[config.mk]
export PLATFORM = sky130hd
export DESIGN_NAME = pc_redirect_unit
export DESIGN_NICKNAME = d
export VERILOG_FILES = /design/src/rtl/pc_redirect_unit.sv
export SDC_FILE = /design/constraint.sdc
export NUM_CORES = 1
export LEC_CHECK = 0
export CORE_AREA = 2 2 96 98
export CTS_CLUSTER_SIZE = 8
export DETAILED_ROUTE_END_ITERATION = 6
export DIE_AREA = 0 0 98 100
export PLACE_DENSITY_LB_ADDON = 0.08
export SYNTH_ARGS = -nofsm -noshare
export SYNTH_HDL_FRONTEND = slang
export SYNTH_SLANG_ARGS = --single-unit
[constraint.sdc]
create_clock -name clk -period 2.77 [get_ports clk]
set_input_delay 0.554 -clock clk [delete_from_list [all_inputs] [get_ports clk]]
set_output_delay 0.554 -clock clk [all_outputs]
set_load 0.02 [all_outputs]
[src/rtl/pc_redirect_unit.sv]
// ============================================================================
// Module      : pc_redirect_unit
// Description : IF-stage fetch PC sequencer. It accepts EX redirect targets
//               and issues pipeline flushes.
//               The optional macro BRANCH_DELAY_SLOT_EN keeps the ID-stage
//               instruction alive across a redirect.
// Revision    : 1.0 - initial release
// ============================================================================
`default_nettype none

module pc_redirect_unit #(
    parameter logic [31:0] RESET_PC   = 32'h0000_0000,
    parameter logic [31:0] EXC_VECTOR = 32'h0000_0080
) (
    input  logic        clk,
    input  logic        rst_n,
    input  logic        stall_i,
    input  logic        redirect_valid_i,
    input  logic [31:0] redirect_target_i,
    output logic        redirect_ready_o,
    output logic [31:0] pc_o,
    output logic [31:0] incr_pc_o,
    output logic        fetch_valid_o,
    output logic        flush_if_o,
    output logic        flush_id_o,
    output logic        misalign_o,
    output logic [31:0] badaddr_o
);

    typedef enum logic [1:0] {
        ST_RUN   = 2'd0,
        ST_HOLD  = 2'd1,
        ST_FLUSH = 2'd2
    } state_t;

`ifdef BRANCH_DELAY_SLOT_EN
    localparam logic C_FLUSH_ID = 1'b0;
`else
    localparam logic C_FLUSH_ID = 1'b1;
`endif

    state_t      state_q, state_d;
    logic [31:0] pc_q, pc_d;
    logic [31:0] badaddr_q, badaddr_d;
    logic        misalign_d;
    logic        ready_q;
    logic        fetch_valid_q;
    logic        flush_if_q;
    logic        flush_id_q;
    logic        misalign_q;

    logic        w_accept;
    logic        w_misaligned;
    logic [31:0] w_incr_pc;

    assign w_incr_pc    = pc_q + 32'd4;
    assign w_accept     = redirect_valid_i & ready_q;
    assign w_misaligned = (redirect_target_i[1:0] != 2'b00);

    always_comb begin
        state_d    = state_q;
        pc_d       = pc_q;
        badaddr_d  = badaddr_q;
        misalign_d = 1'b0;
        case (state_q)
            ST_RUN, ST_HOLD: begin
                // Redirect wins over stall: the branch is older than the stalled instruction.
                if (w_accept) begin
                    state_d = ST_FLUSH;
                    if (w_misaligned) begin
                        pc_d       = EXC_VECTOR;
                        badaddr_d  = redirect_target_i;
                        misalign_d = 1'b1;
                    end else begin
                        pc_d = redirect_target_i;
                    end
                end else if (stall_i) begin
                    state_d = ST_HOLD;
                end else begin
                    state_d = ST_RUN;
                    pc_d    = w_incr_pc;
                end
            end
            ST_FLUSH: begin
                state_d = stall_i ? ST_HOLD : ST_RUN;
            end
            default: begin
                state_d = ST_RUN;
            end
        endcase
    end

    // Outputs are registered decodes of the next state, so they change only on clock edges.
    always_ff @(posedge clk or negedge rst_n) begin
        if (!rst_n) begin
            state_q       <= ST_RUN;
            pc_q          <= RESET_PC;
            badaddr_q     <= 32'h0;
            ready_q       <= 1'b1;
            fetch_valid_q <= 1'b1;
            flush_if_q    <= 1'b0;
            flush_id_q    <= 1'b0;
            misalign_q    <= 1'b0;
        end else begin
            state_q       <= state_d;
            pc_q          <= pc_d;
            badaddr_q     <= badaddr_d;
            ready_q       <= (state_d != ST_FLUSH);
            fetch_valid_q <= (state_d != ST_FLUSH);
            flush_if_q    <= (state_d == ST_FLUSH);
            flush_id_q    <= (state_d == ST_FLUSH) & C_FLUSH_ID;
            misalign_q    <= misalign_d;
        end
    end

    assign redirect_ready_o = ready_q;
    assign pc_o             = pc_q;
    assign incr_pc_o        = w_incr_pc;
    assign fetch_valid_o    = fetch_valid_q;
    assign flush_if_o       = flush_if_q;
    assign flush_id_o       = flush_id_q;
    assign misalign_o       = misalign_q;
    assign badaddr_o        = badaddr_q;

endmodule

`default_nettype wire

== Word level (Yosys, flattened, before mapping) ==
Index checks and enable logic that the tools add are counted.

* Bits in registers: 69
* Word-level logic and storage cells: 27

* $add $sub $neg: 1
* Eq/ne operators: 5
* Multiplexer cells: 9
* Bitwise gates (word level): 1
* Reductions and logical operators: 5

{| class="wikitable"
|+ Operators by type and width
! operator !! number
|-
| two-way mux 32 bit || 3
|-
| adder 32 x 3 -> 32 bit, second input constant || 1
|-
| == test 2 bit, second input constant || 2
|-
| two-way mux 1 bit || 4
|-
| case mux 2 bit (2 select lines) || 1
|-
| AND reduction 3 bit || 1
|-
| == test 2 x 1 -> 1 bit, second input constant || 1
|-
| zero test 2 bit || 1
|-
| two-way mux 2 bit || 1
|-
| inequality test 2 x 1 -> 1 bit, second input constant || 1
|-
| inequality test 2 bit, second input constant || 1
|-
| AND reduction 2 bit || 1
|-
| nonzero test 2 bit || 1
|-
| OR reduction 2 bit || 1
|-
| AND 1 bit || 1
|}

== Depth between registers and ports, before layout ==
Gate-level depths: netlist of run 1.

* Depth after elaboration: 4
* Mapped depth: 7

== Least setup slack after synthesis of run 1 ==
No wires, ideal clock.

* Kind: reg-to-output
* From: register pc_q[2], in the netlist pc_o[2]
* To: output port incr_pc_o[26]
* Arrival: 2.213 ns
* Data required time: 2.216 ns
* Path slack: 0.003 ns
* Stages on the path, launching flop included: 6
* Path buffers: 0
* Path through: dfrtp_1 ha_1 nand3_1 or4_4 or3_4 xnor2_1

* Longest elaborated chain between the ends: 1

{| class="wikitable"
|+ RTL lines
! what !! line !! text
|-
| start: declaration || 43 || <nowiki>logic [31:0] pc_q, pc_d;</nowiki>
|-
| start signal: assignment || 106 || <nowiki>pc_q <= pc_d;</nowiki>
|-
| adder 32 x 3 -> 32 bit || 56 || <nowiki>assign w_incr_pc = pc_q + 32'd4;</nowiki>
|-
| end: declaration || 22 || <nowiki>output logic [31:0] incr_pc_o,</nowiki>
|}

No other way between the ends.

== Final worst setup path of run 1 ==
* From: register pc_q[2], in the netlist pc_o[2]
* To: output port incr_pc_o[20]

The elaborated chain is that of the path after synthesis.

==> results of run 1 <==
cells by family (layout without fill, tap and decap cells):
logic type | Yosys count | in the layout
simple gates | 131 | 131
flops | 68 | 68
compound gates | 63 | 63
buf+inv | 47 | 224
mux | 46 | 46
xor+xnor | 27 | 27
fa+ha+maj | 1 | 1
repair_timing:
item	in CTS	in global routing
gates resized for setup	33	45
endpoints found under the setup margin	22	17
hold endpoints to repair	0	0
buffers inserted	2	5
pin swaps	0	4
gates cloned	0	2
per-layer routing:
metal  up-vias  GRT usage [%]  wire (um)
met4         0          8.654        120
li1       1745              -          -
met3        10          4.039        519
met1      1826          30.25       5139
met5         -              0          0
met2       122          40.67       5856
flip-flops by register name (all words and copies together) (netlist names):
register,cells
fetch_valid_o,1
badaddr_o,32
state_q,1
flush_id_o,1
misalign_o,1
pc_o,32
worst max path at each step:
stage | to | depth (start not counted) | slack [ns]
finish | incr_pc_o[20] | 8 | 0.07
global route | incr_pc_o[20] | 8 | -0.06
CTS | incr_pc_o[26] | 5 | -0.14
detailed placement | incr_pc_o[26] | 5 | -0.06
global placement | incr_pc_o[26] | 6 | -0.03
floorplan | incr_pc_o[26] | 5 | 0.003
cells in the final DEF, fill, tap and decap left out, types with 8 or more instances in the layout:
cell / synthesis / routed
nand2_1: 27 / 27
mux2i_1: 16 / 16
nor2_1: 18 / 17
mux2_2: 30 / 30
inv_1: 14 / 14
xor2_1: 9 / 8
clkbuf_8: 0 / 9
nand3_1: 14 / 13
o211ai_1: 10 / 10
nor4_1: 13 / 11
clkdlybuf4s50_1: 0 / 112
xnor2_1: 18 / 17
and2_1: 14 / 14
o21ai_0: 11 / 11
buf_4: 4 / 61
nand4_1: 12 / 12
dfrtp_1: 67 / 67
critical path, stage by stage, from the launching register on:
cell and delay [ns]:
dfrtp_1 0.39, ha_1 0.18, nand3_1 0.10, buf_4 0.17
nor4_4 0.25, buf_4 0.22, and3_4 0.20, xor2_1 0.14
buf_4 0.16
layout make-up:
type	instances	area, um2	area share, %
tap	111	138.9	2.361
timing repair buffer	194	1750	29.76
clock buffer	10	127.6	2.170
clock inverter	6	65.06	1.106
multi-input combinational	268	2044	34.76
inverter	14	52.55	0.8934
sequential	68	1703	28.95
power breakdown:
group / leakage [nW] / internal (mW) / total, mW / switching [mW]
Sequential: 0.823 / 1.26 / 1.46 / 0.205
Combinational: 1.65 / 1.21 / 2.48 / 1.27
Clock: 0.0962 / 0.416 / 0.830 / 0.413
metrics by stage:
step	setup TNS (ns)	hold WS, ns	util [%]	total power [mW]	std cells
finish	0	0.3193	66.16	4.775	671
CTS	-0.1421	0.3613	65.26	4.793	664
detailed placement	-0.1047	0.4924	63.14	4.000	646
floorplan	0	0.2584	-	2.716	383
global placement	-0.02754	0.4880	63.14	3.961	646
global route	-0.1976	0.4050	66.16	5.038	671
==> out/metrics.yaml, run 1 <==
synth_nets: 420
cp-start-kind: "register"
fill_cells: 739
ir_drop_mv: 0.5525
skew_ns: 0.01274
clk_latency_ns: 0.35
reg2reg_slack_ns: 0.79
diodes: 0
worstPathRequired_ns: 2.22
clockBufferDepth: 2
gp_congestion: 0.8290
yosys_warnings: 0
root_buffer: "clkbuf_8"
nets: 592
hold_viol: 0
max_freq_mhz: 369.7
dr.pass1.iters: 4
crit_fanout: 6
final-setup-viol-count: 0
route.detailed.drc: 0
hold_buffers: 0
ant_nets: 0
period_minus_slack_ns: 2.705
grt_pass1_wl_um: 18770
wl_per_cell_um: 17.34
avgViaCountPerCell: 5.519
crit_type: "register to output pin"
reg2reg_depth: 5
cts.sinks: 68
drive_gt1_share_pct: 24.46
drtIter0Drc: 194
rsz0062_at_grt: "yes"
die_h_um: 100
synth_xor_area_share_pct: 6.140
end_kind: "output pin"
coreArea_um2: 8890
grt_overflow: 0
numPortBuffers: 136
finalWirelength_um: 11640
synthSimpleGateAreaFrac_pct: 19.14
cts_tree: "yes"
ys.flop_type: "dfrtp_1"
numCtsBuffers: 9
maxCapViolCount: 0
grt_start_max_net_pins: 69
p_per_area_nw_per_um2: 811.8
synth_compound_area_share_pct: 11.99
vias: 3703
grt_pass1_vias: 3755
num_rows: 35
ys_top_cells_by_count: "dfrtp_1 (67), mux2_2 (30), nand2_1 (27)"
arrival_ns: 2.15
num_io_pins: 137
clk_pin_slew_ns: 0.08
design_area_um2: 5882
synth_most_common_cell: "dfrtp_1"
track_usage_pct: 23.70
synth.area.top_cells: "dfrtp_1 (44%), mux2_2 (8.8%), mux2i_1 (4.2%), xnor2_1 (4.1%), nand2_1 (2.6%)"
synthDistinctLibCells: 49
ys_seq_area_share_pct: 44.22
yosysTopAreaCell: "dfrtp_1"
async_reset_ff_share_pct: 100.0
synth_top_cell_area_share_pct: 43.53
die-area_um2: 9800
start_util_pct: 43.32
p_leak_nw: 2.566
antenna_found_initial: 0
rr_startpoint: "fetch_valid_o$_DFF_PN1_"
postSynthAreaPerCell_um2: 10.06
setup.worst_path.start: "pc_o[2]$_DFFE_PN0P_"
dp_hpwl_um: 8127
holdCritPathClass: "primary input to async pin"
synthAdderAreaFrac_pct: 0.3249
fin_crit_sh_pct: 97.65
fin_ws_ns: 0.06506
placed_area_um2: 5613
synthMuxAreaShare_pct: 12.93
synth_edf_count: 0
synthToLayoutAreaGrowth_pct: 52.73
synth_area_um2: 3851
synth-seq-cells: 68
worstMarginPinSlew_ns: 0.8826
rr_endpoint: "pc_o[28]$_DFFE_PN0P_"
synthCells: 383
slew_violations: 0
die_w_um: 98
relSlewSlack_pct: 41.16
pre_cts_slack_ns: -0.06185
synth_top_family_by_area: "simple AND/OR/NAND/NOR gates"
cts-htree-levels: 3
outcome: "finished clean"
Power figures use the tool's default switching activity.
==> run 2: changes to the inputs <==
Settings changed: CELL_PAD_IN_SITES_DETAIL_PLACEMENT set to 0, CELL_PAD_IN_SITES_GLOBAL_PLACEMENT set to 1, CORE_AREA 2 2 96 98 to 2 2 110 112, DIE_AREA 0 0 98 100 to 0 0 112 114.
==> out/metrics.yaml, run 2 (synthesis gave the netlist of run 1 again) <==
die_w_um: 112
numPortBuffers: 136
final-setup-viol-count: 0
switching_power_mw: 1.920
layout_commonest_cell: "clkdlybuf4s50_1"
coreArea_um2: 11710
ant_nets: 0
period_minus_slack_ns: 2.759
worstMarginPinSlew_ns: 0.9175
clock_power_share_pct: 23.4
multi_input_area_um2: 2026
slowest_stage: "or4_4"
crit_fanout: 3
avgViaCountPerCell: 5.275
arrival_ns: 2.20
p_int_mw: 3.250
hold_buffers: 0
ir_drop_mv: 0.4725
outcome: "finished clean"
crit_path_end: "incr_pc_o[26]"
fin_crit_sh_pct: 99.59
maxCapViolCount: 0
numCtsBuffers: 9
cts_tree: "yes"
root_buffer: "clkbuf_16"
num_rows: 40
pwr-share-comb_pct: 48.7
relSlewSlack_pct: 38.84
synthToLayoutAreaGrowth_pct: 56.63
cts.sinks: 68
seq_area_um2: 1703
finalWirelength_um: 12370
slew_violations: 0
skew_ns: 0.005398
max_freq_mhz: 362.5
crit_type: "register to output pin"
route.detailed.drc: 0
total_power_mw: 5.169
diodes: 0
hold_slack_ns: 0.3434
grt_overflow: 0
p_leak_nw: 2.617
rr_startpoint: "pc_o[17]$_DFFE_PN0P_"
drive_gt1_share_pct: 23.43
path_cells: "nand4_1, buf_4, or4_4, or3_4, xnor2_2, buf_4"
crit_path_max_incr_delay_ns: 0.50
clk_latency_ns: 0.35
cp-start-kind: "register"
seqPwrFrac_pct: 27.9
dr.pass1.iters: 4
grt_pass1_vias: 3728
gp_congestion: 0.8133
placed_area_um2: 5705
track_usage_pct: 19.32
hold_viol: 0
design_area_um2: 6032
final_util_pct: 51.51
antenna_found_initial: 0
fin_setup_tns_ns: 0
vias: 3724
rr_endpoint: "pc_o[26]$_DFFE_PN0P_"
rsz0062_at_grt: "yes"
p_per_area_nw_per_um2: 857.0
setup.worst_path.start: "pc_o[17]$_DFFE_PN0P_"
clk_pin_slew_ns: 0.06
holdCritPathClass: "primary input to async pin"
final_cell_mix: "clkdlybuf4s50_1 (112), dfrtp_1 (67), buf_4 (59), mux2_2 (30), nand2_1 (27)"
reg2reg_depth: 6
cpMostUsedCell: "buf_4"
clockBufferDepth: 2
grt_start_max_net_pins: 69
dp_hpwl_um: 8639
swShare_pct: 37.14
die_h_um: 114
reg2reg_slack_ns: 0.81
worstPathRequired_ns: 2.22
num_io_pins: 137
grt_pass1_wl_um: 19460
start_util_pct: 32.88
wl_per_cell_um: 17.52
nets: 591
fill_cells: 1096
drtIter0Drc: 150
die-area_um2: 12770
cts-htree-levels: 3
end_kind: "output pin"
==> run 2: cell types whose count changed in the layout (fill, tap and decap cells not counted), moves of 2 or more <==
cell	change
clkbuf_8	-6
clkbuf_16	+9
buf_12	+2
clkinv_2	-2
and3_1	+2
buf_4	-2
clkbuf_1	+2
dlygate4sd2_1	+2
clkinv_4	-2
and3_4	-2
==> run 2: power groups by stage <==
stage	Combinational, mW	Clock [mW]	Sequential [mW]
3_5_place_dp	2.58	0	1.46
5_1_grt	2.69	1.28	1.48
2_1_floorplan	0.877	0	1.84
3_3_place_gp	2.58	0	1.44
6_report	2.52	1.21	1.44
4_1_cts	2.54	1.23	1.44
==> run 2: repair_timing <==
action | CTS | global route
gates resized for setup | 43 | 33
buffers inserted | 0 | 4
setup endpoints to repair | 22 | 17
endpoints found under the hold margin | 0 | 0
pin swaps | 0 | 4
cloned | 0 | 1
==> run 2: worst max-delay path: cells and delay by family, from the launching register on <==
kind / cells / cell delay, ns
xor+xnor: 1 / 0.14
buf+inv: 2 / 0.33
flops: 1 / 0.35
simple gates: 3 / 1.03
==> run 2: worst min path at each step <==
stage                        startpoint                         to  slack (ns)  cells past startpoint
2_1_floorplan                     rst_n   badaddr_o[0]$_DFFE_PN0P_        0.26                      0
3_3_place_gp   badaddr_o[0]$_DFFE_PN0P_   badaddr_o[0]$_DFFE_PN0P_        0.49                      1
4_1_cts                           rst_n  badaddr_o[30]$_DFFE_PN0P_        0.39                      1
5_1_grt                           rst_n  badaddr_o[28]$_DFFE_PN0P_        0.43                      1
6_report                          rst_n       flush_id_o$_DFF_PN0_        0.34                      1
3_5_place_dp   badaddr_o[0]$_DFFE_PN0P_   badaddr_o[0]$_DFFE_PN0P_        0.49                      1
==> run 2: metrics by stage <==
step	instances	setup WS (ns)
after floorplan	383	0.003172
after global placement	685	-0.01488
after detailed placement	685	-0.08901
after CTS	701	-0.1555
after global routing	706	-0.09769
final	706	0.01141
==> run 2: cell type report <==
type	instances	share of cell area, %
clock inverter	1	0.4978
inverter	14	0.8712
tap	147	3.049
timing repair buffer	193	29.16
sequential	68	28.23
multi-input combinational	268	33.58
clock buffer	15	4.605
==> run 2: routing by layer <==
metal | part of all wire, % | track usage [%] | up-vias
li1 | - | - | 1740
met1 | 44 | 24.38 | 1857
met2 | 49 | 32.28 | 112
met3 | 5.2 | 4.942 | 15
met4 | 1.5 | 6.992 | 0
met5 | 0 | 0 | -
